**src/rtl/tt_ctrl_sel_driver_pkg.sv**
```systemverilog
// Shared definitions for the mux address-select spine transmitter.
// The decoder side uses the same N_ADDR so address widths match.
package tt_ctrl_sel_driver_pkg;

    localparam int unsigned N_ADDR_DEF  = 10;
    localparam int unsigned PULSE_W_DEF = 2;

    typedef enum logic [2:0] {
        ST_IDLE   = 3'd0,
        ST_RST    = 3'd1,
        ST_GAP    = 3'd2,
        ST_INC_HI = 3'd3,
        ST_INC_LO = 3'd4,
        ST_ENA    = 3'd5
    } sel_state_e;

endpackage

```
**src/rtl/tt_ctrl_sel_phase_timer.sv**
```systemverilog
// Phase timer: flags phase_done_o on the last cycle of a PULSE_W-long phase.
// It clears on restart_i and also on every phase_done_o, so back-to-back phases need no reload.
module tt_ctrl_sel_phase_timer
    import tt_ctrl_sel_driver_pkg::*;
#(
    parameter int unsigned PULSE_W = PULSE_W_DEF
) (
    input  logic clk,
    input  logic rst_n,
    input  logic restart_i,
    output logic phase_done_o
);

    localparam int unsigned CW = $clog2(PULSE_W + 1);
    localparam logic [CW-1:0] LAST = CW'(PULSE_W - 1);

    logic [CW-1:0] cnt_q;

    assign phase_done_o = (cnt_q == LAST);

    // Phase counter: starts from zero on each phase entry.
    always_ff @(posedge clk or negedge rst_n) begin
        if (!rst_n) begin
            cnt_q <= '0;
        end else if (restart_i || phase_done_o) begin
            cnt_q <= '0;
        end else begin
            cnt_q <= cnt_q + CW'(1);
        end
    end

endmodule

```
**src/rtl/tt_ctrl_sel_driver.sv**
```systemverilog
// Controller-side transmitter for the mux select spine: select-reset pulse,
// one increment pulse per address step, then enable. All outputs registered.
module tt_ctrl_sel_driver
    import tt_ctrl_sel_driver_pkg::*;
#(
    parameter int unsigned N_ADDR  = N_ADDR_DEF,
    parameter int unsigned PULSE_W = PULSE_W_DEF
) (
    input  logic              clk,
    input  logic              rst_n,
    input  logic              start,
    input  logic [N_ADDR-1:0] addr,
    output logic              busy,
    output logic              ctrl_sel_rst_n,
    output logic              ctrl_sel_inc,
    output logic              ctrl_ena
);

    sel_state_e        state_q;
    logic [N_ADDR-1:0] rem_q;
    logic              busy_q;
    logic              sel_rst_n_q;
    logic              inc_q;
    logic              ena_q;
    logic              accept_s;
    logic              phase_done_s;

    // A new request is taken only from IDLE or ENA; start while busy is dropped.
    assign accept_s = start && ((state_q == ST_IDLE) || (state_q == ST_ENA));

    tt_ctrl_sel_phase_timer #(
        .PULSE_W (PULSE_W)
    ) u_phase_timer (
        .clk          (clk),
        .rst_n        (rst_n),
        .restart_i    (accept_s),
        .phase_done_o (phase_done_s)
    );

    // Select sequence FSM with its registered spine outputs.
    always_ff @(posedge clk or negedge rst_n) begin
        if (!rst_n) begin
            state_q     <= ST_IDLE;
            rem_q       <= '0;
            busy_q      <= 1'b0;
            sel_rst_n_q <= 1'b0;
            inc_q       <= 1'b0;
            ena_q       <= 1'b0;
        end else begin
            case (state_q)
                ST_IDLE, ST_ENA: begin
                    if (accept_s) begin
                        state_q     <= ST_RST;
                        rem_q       <= addr;
                        busy_q      <= 1'b1;
                        sel_rst_n_q <= 1'b0;
                        inc_q       <= 1'b0;
                        ena_q       <= 1'b0;
                    end
                end
                ST_RST: begin
                    if (phase_done_s) begin
                        state_q     <= ST_GAP;
                        sel_rst_n_q <= 1'b1;
                    end
                end
                ST_GAP: begin
                    if (phase_done_s) begin
                        if (rem_q == '0) begin
                            state_q <= ST_ENA;
                            ena_q   <= 1'b1;
                            busy_q  <= 1'b0;
                        end else begin
                            state_q <= ST_INC_HI;
                            inc_q   <= 1'b1;
                        end
                    end
                end
                ST_INC_HI: begin
                    if (phase_done_s) begin
                        state_q <= ST_INC_LO;
                        inc_q   <= 1'b0;
                    end
                end
                ST_INC_LO: begin
                    // rem_q is nonzero here, so the decrement cannot wrap.
                    if (phase_done_s) begin
                        rem_q <= rem_q - N_ADDR'(1);
                        if (rem_q == N_ADDR'(1)) begin
                            state_q <= ST_ENA;
                            ena_q   <= 1'b1;
                            busy_q  <= 1'b0;
                        end else begin
                            state_q <= ST_INC_HI;
                            inc_q   <= 1'b1;
                        end
                    end
                end
                default: begin
                    state_q     <= ST_IDLE;
                    rem_q       <= '0;
                    busy_q      <= 1'b0;
                    sel_rst_n_q <= 1'b0;
                    inc_q       <= 1'b0;
                    ena_q       <= 1'b0;
                end
            endcase
        end
    end

    assign busy           = busy_q;
    assign ctrl_sel_rst_n = sel_rst_n_q;
    assign ctrl_sel_inc   = inc_q;
    assign ctrl_ena       = ena_q;

endmodule

```
**config.mk**
```make
export PLATFORM = sky130hd
export DESIGN_NAME = tt_ctrl_sel_driver
export DESIGN_NICKNAME = d
export VERILOG_FILES = /design/src/rtl/tt_ctrl_sel_driver_pkg.sv /design/src/rtl/tt_ctrl_sel_phase_timer.sv /design/src/rtl/tt_ctrl_sel_driver.sv
export SDC_FILE = /design/constraint.sdc
export NUM_CORES = 1
export LEC_CHECK = 0
export ABC_AREA = 1
export BUFFER_PORTS_ARGS = -buffer_cell sky130_fd_sc_hd__buf_2
export CORE_MARGIN = 2
export CORE_UTILIZATION = 35
export CTS_BUF_LIST = sky130_fd_sc_hd__clkbuf_8 sky130_fd_sc_hd__clkbuf_16
export CTS_CLUSTER_SIZE = 14
export DETAILED_ROUTE_END_ITERATION = 8
export PLACE_DENSITY_LB_ADDON = 0.12
export SLEW_MARGIN = 20
export SYNTH_ARGS = -nofsm -noshare
export SYNTH_HDL_FRONTEND = slang
export SYNTH_SLANG_ARGS = --single-unit
```
**constraint.sdc**
```tcl
create_clock -name clk -period 2.6 [get_ports clk]
set_clock_uncertainty 0.05 [all_clocks]
set_input_delay 0.26 -clock clk [delete_from_list [all_inputs] [get_ports clk]]
set_output_delay 0.26 -clock clk [all_outputs]
set_load 0.03 [all_outputs]
```
==> results of run 1 <==
## per-layer routing
metal / vias to the layer above / share of wire / global-route usage / wire length, um
li1: 645 / - / - / -
met1: 578 / 0.51 / 0.2167 / 1489
met2: 28 / 0.43 / 0.2384 / 1255
met3: 6 / 0.038 / 0.02257 / 111
met4: 0 / 0.017 / 0.06915 / 48
met5: - / 0 / 0 / 0
## state kept, by name, summed over array words and instances (netlist names)
signal / cells
busy: 1
ctrl_ena: 1
ctrl_sel_inc: 1
ctrl_sel_rst_n: 1
rem_q: 10
state_q: 3
u_phase_timer.cnt_q: 2
## tightest hold or removal path, delay by kind of cell
kind | cells | cell delay, ns
and+or+nand+nor | 2 | 0.09
AOI/OAI and AO/OA | 1 | 0.07
buffers and inverters | 2 | 0.13
## per-stage QoR
stage / std cells / hold WS, ns / utilization / instance area [um2]
final: 258 / 0.2821 / 0.4087 / 1474
after global routing: 258 / 0.3101 / 0.4087 / 1474
after CTS: 258 / 0.2824 / 0.4087 / 1474
after detailed placement: 253 / 0.1830 / 0.3931 / 1418
after global placement: 253 / 0.1786 / 0.3931 / 1418
after floorplan: 191 / -0.08559 / - / 1296
## cells by family (layout without fill, tap and decap cells)
| kind of cell | after synthesis | after routing | share of synthesized area |
|---|---|---|---|
| AO/OA/AOI/OAI | 28 | 28 | 0.1168 |
| AND/OR/NAND/NOR | 108 | 108 | 0.3774 |
| XOR/XNOR | 1 | 1 | 0.006758 |
| flip-flops | 19 | 19 | 0.3668 |
| adder cells (fa/ha/maj) | 3 | 3 | 0.02896 |
| buffers and inverters | 32 | 51 | 0.1033 |
## layout make-up
type / count / area (um2) / area share
clock buffers: 3 / 41.29 / 0.02801
clock inverters: 1 / 5.005 / 0.003396
inverters: 30 / 115.1 / 0.07810
multi-input cells: 140 / 686.9 / 0.4660
flip-flops and latches: 19 / 475.5 / 0.3226
well taps: 48 / 60.06 / 0.04075
repair buffers: 17 / 90.09 / 0.06112
## power by group through the flow
stage | sequential, mW | clock (mW) | combinational, mW
3_5_place_dp | 0.520 | 0 | 1.04
5_1_grt | 0.535 | 0.238 | 1.20
2_1_floorplan | 0.540 | 0 | 0.813
3_3_place_gp | 0.514 | 0 | 1.04
4_1_cts | 0.514 | 0.220 | 1.05
6_report | 0.515 | 0.211 | 1.05
## how the worst min path moves through the flow
stage                  from                    to  slack [ns]  depth (start not counted)
floorplan             rst_n      busy$_DFFE_PN0P_       -0.09                          0
global placement      rst_n  rem_q[6]$_DFFE_PN0P_        0.18                          1
detailed placement    rst_n  rem_q[6]$_DFFE_PN0P_        0.18                          1
CTS                 addr[7]  rem_q[7]$_DFFE_PN0P_        0.28                          5
global route          start      busy$_DFFE_PN0P_        0.31                          3
finish              addr[7]  rem_q[7]$_DFFE_PN0P_        0.28                          5
## synthesized netlist by cell type
library cell and number:
o21a_1 1, nand2_1 55, nand3_1 16, ha_1 3
buf_6 1, nand2_4 2, nand3b_1 1, inv_4 1
xor2_1 1, inv_1 25, nand3_2 1, a21oi_1 3
o21ai_1 8, nand3_4 1, nand4_4 1, inv_2 4
o22ai_1 5, nand2_2 1, o21bai_1 1, nand4_1 2
o21ai_0 10, buf_4 1, nor2_1 28, dfrtp_1 19
==> run summary, run 1 <==
Overall Power: 1.772 mW
r2r endpoint: rem_q[5]$_DFFE_PN0P_
most common cell after layout, fill and taps aside: nand2_1
number of global-route vias before repair: 1,187
post-CTS sizing: 0
Routed WL: 2904 um
Ys Warns: 0
Setup TNS Final: 0 ns
RSZ-0062 raised after global routing: false
worst path required time: 2.71 ns
Initial Util: 0.3595
Synthesized Nets: 207
Setup WS post-layout: 0.8891 ns
Synth Instances: 191
Worst Max-Slew Pin Slew: 0.4421 ns
critical path buffer and inverter count: 3
first-pass GRT wire length: 5154 um
CTS tree: done
Num CTS Buffers: 3
Crit Path Max Fanout: 16
fin crit period: 1.711 ns
commonest non-fill, non-tap cells in the layout: nand2_1, nor2_1, inv_1
Critical-path top delay cell: dfrtp_1
Period Utilization, post-route: 0.6580
Reg2Reg Depth: 9
Yosys cell types: 24
layout cells sized above 1: 0.1476
Pins Over Slew Limit: 0
setup bufs post-CTS: 0
Longest Clk Path Bufs: 2
Max VDD drop: 369.8 uV
WL/cell: 11.26 um
post-place setup slack: 0.8942 ns
max-cap viol count: 0
initial DRC count: 92
Vias: 1,257
Crit. End Element: register
critical path capture point: rem_q[5]$_DFFE_PN0P_
number of fill cells in the layout: 390
clock transition at the registers of the reported paths: 0.08 ns
dpl hpwl: 2264 um
Sw Ratio: 0.5150
synthesis-to-finish area growth: 13.71%
routed vias/inst: 4.872
top cell type by total area after synthesis: dfrtp_1
Core Box Area: 3606 um2
pin count of the biggest net entering global routing: 20
Post-Synthesis Cell Area: 1296 um2
Relative slew margins: 0.7053
family with the most delay on the worst path: simple AND/OR/NAND/NOR gates
max frequency: 584.5 MHz
WS Path Type: register to register
Net Switching: 0.9124 mW
worst-path cell chain: inv_2 -> nand3_2 -> inv_2 -> nand2_4 -> nand3_4 -> inv_4 -> o21ai_0 -> nand2_1 -> nand2_1
initial antenna violation count: 0
Final Hold Fails: 0
# hold bufs at CTS: 1
die height: 64.86 um
slowest stage delay, CP: 0.47 ns
Synth top area share: 0.3668
HP Class: input port to register
gr usage total: 0.1557
internal reg-to-reg setup slack: 0.89 ns
status: finished clean
Ports: 17
Row Count: 22
nets: 227
Antenna Nets Post-Route: 0
H-Tree Depth: 1
FF+latch count, synth: 19
power share of the sequential group: 0.291
Avg Cell Area, Syn: 6.787 um2
setup violators final: 0
CTS root buf: clkbuf_8
total inserted antenna cells: 0
Pwr Density: 1202 nW/um2
Critical Path Start: state_q[1]$_DFFE_PN0P_
Pint: 0.8594 mW
Die W: 64.86 um
clock network power share: 0.119
reg-to-reg startpoint: state_q[1]$_DFFE_PN0P_
Sink Count: 19
CP arrival: 1.82 ns
sequential share of the synthesized area: 0.3668
CP Launch Type: register
Crit. path cell count: 9
Synth area leaders: dfrtp_1, nand2_1, nor2_1
PortBufs: 16
Die ar.: 4206 um2
drt first pass iters: 4
GRT overflow: 0
leak pwr: 0.8264 nW
Clk Latency, worst-skew pair: 0.26 ns
Comb power frac: 0.590
DR DRC count: 0
gpl congestion: 0.8058
Note: power is estimated with default switching activity, not from simulation.
==> run 2, diff against run 1 <==
ABC_AREA = 0   (was 1)
clock period = 1.41 ns   (was 2.6 ns; I/O delays follow)
==> run 2 against run 1 <==
  * Routed wire length up 44%
  * Cell area increased by 46%
  * Sequential share of layout area down 10 points
  * Hold slack worse by 0.19 ns
  * Largest cell class unchanged
  * The flow now finishes with violations (negative setup slack)
==> run summary, run 2 <==
Synth top area share: 0.3725 (+0.005754)
Initial Util: 0.3736 (+0.01415)
first-pass GRT wire length: 6327 um (+23%)
Worst Max-Slew Pin Slew: 0.4699 ns (+0.02786 ns)
Max VDD drop: 1524 uV (+310%)
CTS root buf: clkbuf_8
PortBufs: 16 (unchanged)
Ys Warns: 0 (unchanged)
die height: 64.39 um (-0.72%)
GRT overflow: 0 (unchanged)
max reg flops: 10 (unchanged)
Avg Cell Area, Syn: 8.802 um2 (+30%)
Post-synth EDFFs: 0 (unchanged)
top cell type by total area after synthesis: dfrtp_1
max frequency: 601.9 MHz (+3.0%)
fin crit period: 1.661 ns (-0.04958 ns)
Relative slew margins: 0.6867 (-0.01857)
drt first pass iters: 5 (+1)
Ports: 17 (unchanged)
RSZ-0062 raised after global routing: true
H-Tree Depth: 1 (unchanged)
failing checks: negative setup slack
Synth async-reset ratio: 1.000 (unchanged)
Final Hold Fails: 0 (unchanged)
Crit. End Element: register
max-cap viol count: 0 (unchanged)
initial antenna violation count: 0 (unchanged)
dpl hpwl: 2617 um (+16%)
WL/cell: 16.00 um (+42%)
most frequent cell after synthesis: o21ai_0
Main synth FF type: dfrtp_1
CP Launch Type: register
Synthesized Nets: 161 (-22%)
setup violators final: 17 (+17)
synthesis-to-finish area growth: 68.73%
leak pwr: 0.9684 nW (+17%)
Core Box Area: 3416 um2 (-5.3%)
Yosys cell types: 40 (+67%)
most common cell after layout, fill and taps aside: buf_4
Antenna Nets Post-Route: 0 (unchanged)
top cells by count, synth: o21ai_0, dfrtp_1, a21oi_1, nor2_1, inv_1
Period Utilization, post-route: 1.178 (+0.5202)
pin count of the biggest net entering global routing: 21 (+5.0%)
Routed WL: 4176 um (+44%)
Die W: 64.39 um (-0.72%)
clock transition at the registers of the reported paths: 0.08 ns (about the same)
FF+latch count, synth: 19 (unchanged)
gpl congestion: 0.8261 (+2.5%)
Setup WS post-layout: -0.2513 ns (-1.140 ns)
Sink Count: 19 (unchanged)
Synth Instances: 145 (-24%)
sequential share of the synthesized area: 0.3725 (+0.005754)
largest registers: rem_q x10, state_q x3, u_phase_timer.cnt_q x2
Biggest register: rem_q
routed vias/inst: 5.479 (+12%)
post-place setup slack: -0.3103 ns (-1.205 ns)
initial DRC count: 45 (-51%)
total inserted antenna cells: 0 (unchanged)
nets: 232 (+2.2%)
worst path required time: 1.52 ns (-1.19 ns)
Row Count: 21 (-4.5%)
gr usage total: 0.1950 (+0.03931)
Longest Clk Path Bufs: 2 (unchanged)
DR DRC count: 0 (unchanged)
Post-Synthesis Cell Area: 1276 um2 (-1.5%)
HP Class: input port to register
Crit Path Max Fanout: 5 (-11)
Vias: 1,430 (+14%)
Pins Over Slew Limit: 0 (unchanged)
CP arrival: 1.77 ns (-0.05 ns)
commonest non-fill, non-tap cells in the layout: buf_4, buf_2, o21ai_1, dfrtp_1, a21oi_1
status: finished, violations left
number of global-route vias before repair: 1,356 (+14%)
CTS tree: done
Die ar.: 4145 um2 (-1.4%)
Overall Power: 5.488 mW (+210%)
layout cells sized above 1: 0.5674 (+0.4198)
WS Path Type: register to register
Pwr Density: 2548 nW/um2 (+110%)
Clk Latency, worst-skew pair: 0.26 ns (about the same)
Synth area leaders: dfrtp_1, o21ai_0, a21oi_1
Num CTS Buffers: 3 (unchanged)
==> run 2: cell types whose count changed in the layout (fill, tap and decap cells not counted), moves of 4 or more <==
cell	before	now
a21oi_1	3	12
nor2_1	28	10
nand3_1	16	1
o21ai_1	8	16
nand2_1	55	1
nor3_2	0	4
and3_1	0	4
a22oi_1	0	4
inv_1	25	8
buf_6	0	9
buf_4	0	47
o22ai_1	5	0
o21ai_0	10	4
==> run 2: metrics by stage <==
stage	std cells	cell area [um2]	hold slack (ns)	util	TNS, ns
floorplan	145	1345	-0.2046	-	-1.819
global placement	236	1714	0.06344	0.5018	-2.575
detailed placement	236	1714	0.07053	0.5018	-3.121
CTS	250	1896	0.1153	0.5549	-2.478
global route	261	2153	0.1122	0.6304	-4.042
finish	261	2153	0.09536	0.6304	-3.191
==> run 2: what timing repair did <==
action                                  CTS  global route
gates resized for setup                  19            42
endpoints found under the setup margin   18            19
hold endpoints to repair                 19             0
hold buffers                              1             0
pin swaps                                 4            17
cloned                                    0             3
setup buffers                             9             9
==> run 2: logic make-up after synthesis <==
kind of cell,count (synthesis),share of synthesized area
AO/OA/AOI/OAI,62,0.3108
AND/OR/NAND/NOR,37,0.1922
buffers and inverters,22,0.07647
flip-flops,19,0.3726
adder cells (fa/ha/maj),3,0.02941
XOR/XNOR,1,0.006864
multiplexers,1,0.01176
==> run 2: final timing paths <==
| check | endpoint | cells after the start | slack [ns] | startpoint |
|---|---|---|---|---|
| max | ctrl_ena$_DFFE_PN0P_ | 5 | -0.25 | state_q[2]$_DFFE_PN0P_ |
| min | rem_q[4]$_DFFE_PN0P_ | 3 | 0.1 | addr[4] |
| max reg2reg | ctrl_ena$_DFFE_PN0P_ | 5 | -0.25 | state_q[2]$_DFFE_PN0P_ |
| min reg2reg | rem_q[9]$_DFFE_PN0P_ | 2 | 0.47 | rem_q[9]$_DFFE_PN0P_ |
| max in group asynchronous | state_q[1]$_DFFE_PN0P_ | 2 | 0.65 | rst_n |
| min in group asynchronous | rem_q[0]$_DFFE_PN0P_ | 2 | 0.31 | rst_n |
==> run 2: metal layers <==
metal	up-vias	share of wire	routed length (um)	track usage
li1	685	-	-	-
met1	695	0.46	1920	0.2676
met2	40	0.48	2019	0.3190
met3	10	0.040	166	0.02817
met4	0	0.017	70	0.05585
met5	-	0	0	0
==> run 2: cell type report <==
type	count	area [um2]
fill	286	1262
multi-input combinational	104	910.9
timing repair buffer	77	619.3
sequential	19	479.2
tap	46	57.56
clock buffer	3	41.29
inverter	11	41.29
clock inverter	1	3.754
==> run 2: power breakdown <==
part / switching [mW] / internal, mW
Clock: 0.200 / 0.194
Combinational: 1.86 / 2.15
Sequential: 0.278 / 0.798
Total: 2.34 / 3.14
==> run 2: worst max-delay path, cell delays in order, from the launching register on <==
cell and delay [ns]:
dfrtp_2 0.45, buf_4 0.15, or3b_4 0.40, a31oi_4 0.23, a211oi_2 0.07, o21a_1 0.21
==> run 3, diff against run 2 <==
==> constraint.sdc (replaced) <==
create_clock -name clk -period 1.41 [get_ports clk]
set_clock_uncertainty 0.05 [all_clocks]
set_input_delay 0.2115 -clock clk [delete_from_list [all_inputs] [get_ports clk]]
set_output_delay 0.2115 -clock clk [all_outputs]
set_load 0.03 [all_outputs]
==> run 3 against run 2 <==
  * The flow still finishes with violations (negative setup slack)
  * Clock power up 1%
  * Highest routed layer unchanged
  * Critical path type unchanged
  * Total power up 1.8%
  * Register-to-register slack about the same
==> run summary, run 3 (synthesized netlist as in run 2, its figures left out) <==
initial DRC count: 66 (+47%)
post-place setup slack: -0.2841 ns (+0.02624 ns)
power share of the sequential group: 0.191 (-0.005)
Sw Ratio: 0.4308 (+0.003900)
Final Util: 0.6348 (+0.004396)
Cell Count, Final, Fillers Out: 261 (unchanged)
HP Class: input port to register
Crit Path Max Fanout: 3 (-2)
CTS root buf: clkbuf_8
initial antenna violation count: 0 (unchanged)
failing checks: negative setup slack
placed cell area: 1722 um2 (+0.44%)
Overall Power: 5.585 mW (+1.8%)
routed vias/inst: 5.383 (-1.7%)
Vias: 1,405 (-1.7%)
Pwr Density: 2576 nW/um2 (+1.1%)
CP arrival: 1.76 ns (about the same)
Period Utilization, post-route: 1.182 (+0.003457)
pin count of the biggest net entering global routing: 20 (-4.8%)
Comb power frac: 0.738 (+0.006)
Longest Clk Path Bufs: 2 (unchanged)
Core Box Area: 3416 um2 (unchanged)
WL/cell: 15.99 um (about the same)
Multi-input gate area: 914.6 um2 (+0.41%)
drt first pass iters: 6 (+1)
Final Hold Fails: 0 (unchanged)
layout cells sized above 1: 0.5814 (+0.01395)
most common cell after layout, fill and taps aside: buf_4
WS Path Type: register to register
synthesis-to-finish area growth: 69.90%
slowest stage delay, CP: 0.39 ns (-0.06 ns)
dpl hpwl: 2554 um (-2.4%)
RSZ-0062 raised after global routing: true
Crit. End Element: register
DR DRC count: 0 (unchanged)
leak pwr: 0.9736 nW (+0.53%)
number of fill cells in the layout: 278 (-2.8%)
Relative slew margins: 0.6983 (+0.01158)
CTS tree: done
Max VDD drop: 1062 uV (-30%)
Clk Latency, worst-skew pair: 0.26 ns (about the same)
largest registers: rem_q x10, state_q x3, u_phase_timer.cnt_q x2
Biggest register: rem_q
nets: 232 (unchanged)
GRT overflow: 0 (unchanged)
first-pass GRT wire length: 6561 um (+3.7%)
Routed WL: 4173 um (about the same)
Die ar.: 4145 um2 (unchanged)
max-cap viol count: 0 (unchanged)
Critical-path top delay cell: dfrtp_1
total inserted antenna cells: 0 (unchanged)
Die W: 64.39 um (unchanged)
gpl congestion: 0.8327 (+0.80%)
max reg flops: 10 (unchanged)
Ports: 17 (unchanged)
Pins Over Slew Limit: 0 (unchanged)
Initial Util: 0.3736 (unchanged)
PortBufs: 16 (unchanged)
H-Tree Depth: 1 (unchanged)
Worst Max-Slew Pin Slew: 0.4526 ns (-0.01736 ns)
gr usage total: 0.2030 (+0.008022)
worst-path cell chain: ha_2 -> and3b_2 -> nor4b_4 -> a41oi_2 -> mux2_4
max frequency: 600.2 MHz (-0.29%)
fin crit period: 1.666 ns (+0.004875 ns)
setup violators final: 16 (-1)
CP Launch Type: register
Pint: 3.179 mW (+1.1%)
post-route cell area: 2168 um2 (+0.70%)
Sink Count: 19 (unchanged)
dpl cells: 237 (+0.42%)
commonest non-fill, non-tap cells in the layout: buf_4, buf_2, dfrtp_1
Num CTS Buffers: 3 (unchanged)
Row Count: 21 (unchanged)
worst path required time: 1.51 ns (about the same)
clock network power share: 0.071 (about the same)
Setup WS post-layout: -0.2562 ns (-0.004875 ns)
FF+latch area: 479.2 um2 (unchanged)
number of global-route vias before repair: 1,374 (+1.3%)
Net Switching: 2.406 mW (+2.7%)
clock transition at the registers of the reported paths: 0.08 ns (about the same)
status: finished, violations left
die height: 64.39 um (unchanged)
Antenna Nets Post-Route: 0 (unchanged)
-- run 3: critical path: cells and delay by family, from the launching register on --
family                   cells  cell delay [ns]
AO/OA/AOI/OAI                1             0.07
AND/OR/NAND/NOR              2             0.54
multiplexers                 1             0.31
flip-flops                   1             0.39
adder cells (fa/ha/maj)      1             0.19
-- run 3: worst paths after layout --
check / start / endpoint / slack (ns) / cells after the start
min in group asynchronous: rst_n / rem_q[7]$_DFFE_PN0P_ / 0.37 / 2
setup / recovery: u_phase_timer.cnt_q[0]$_DFF_PN0_ / ctrl_sel_inc$_DFFE_PN0P_ / -0.26 / 5
hold reg to reg: ctrl_sel_inc$_DFFE_PN0P_ / ctrl_sel_inc$_DFFE_PN0P_ / 0.46 / 1
max in group asynchronous: rst_n / state_q[1]$_DFFE_PN0P_ / 0.59 / 2
setup reg to reg: u_phase_timer.cnt_q[0]$_DFF_PN0_ / ctrl_sel_inc$_DFFE_PN0P_ / -0.26 / 5
hold / removal: addr[4] / rem_q[4]$_DFFE_PN0P_ / 0.17 / 3
-- run 3: metal layers --
| layer | GRT usage | share of wire | wire [um] |
|---|---|---|---|
| met3 | 0.02465 | 0.027 | 113 |
| met1 | 0.2824 | 0.47 | 1953 |
| met4 | 0.04787 | 0.0048 | 20 |
| met2 | 0.3359 | 0.50 | 2086 |
| met5 | 0 | 0 | 0 |
-- run 3: layout make-up --
type | count | area share
inverter | 11 | 0.01904
clock buffer | 3 | 0.01904
sequential | 19 | 0.2210
tap | 46 | 0.02654
multi-input combinational | 104 | 0.4218
clock inverter | 1 | 0.001731
timing repair buffer | 77 | 0.2908
-- run 3: power by group through the flow --
| stage | Combinational (mW) | Sequential, mW | Clock (mW) |
|---|---|---|---|
| after floorplan | 1.57 | 1.10 | 0 |
| after global placement | 2.83 | 1.07 | 0 |
| after detailed placement | 2.85 | 1.07 | 0 |
| after CTS | 3.46 | 1.06 | 0.401 |
| after global routing | 4.40 | 1.10 | 0.439 |
| final | 4.12 | 1.07 | 0.398 |
-- run 3: repair_timing --
action | CTS | global route
pin swaps | 8 | 15
hold buffers | 1 | 0
endpoints found under the setup margin | 18 | 19
hold endpoints to repair | 19 | 0
cloned | 1 | 2
setup buffers | 10 | 8
gates resized for setup | 34 | 32
-- run 3: metrics by stage --
stage / setup TNS (ns) / hold slack, ns
finish: -3.111 / 0.1657
CTS: -2.700 / 0.1674
global route: -4.273 / 0.1788
detailed placement: -2.895 / 0.1462
floorplan: -1.819 / -0.1341
global placement: -2.547 / 0.1371
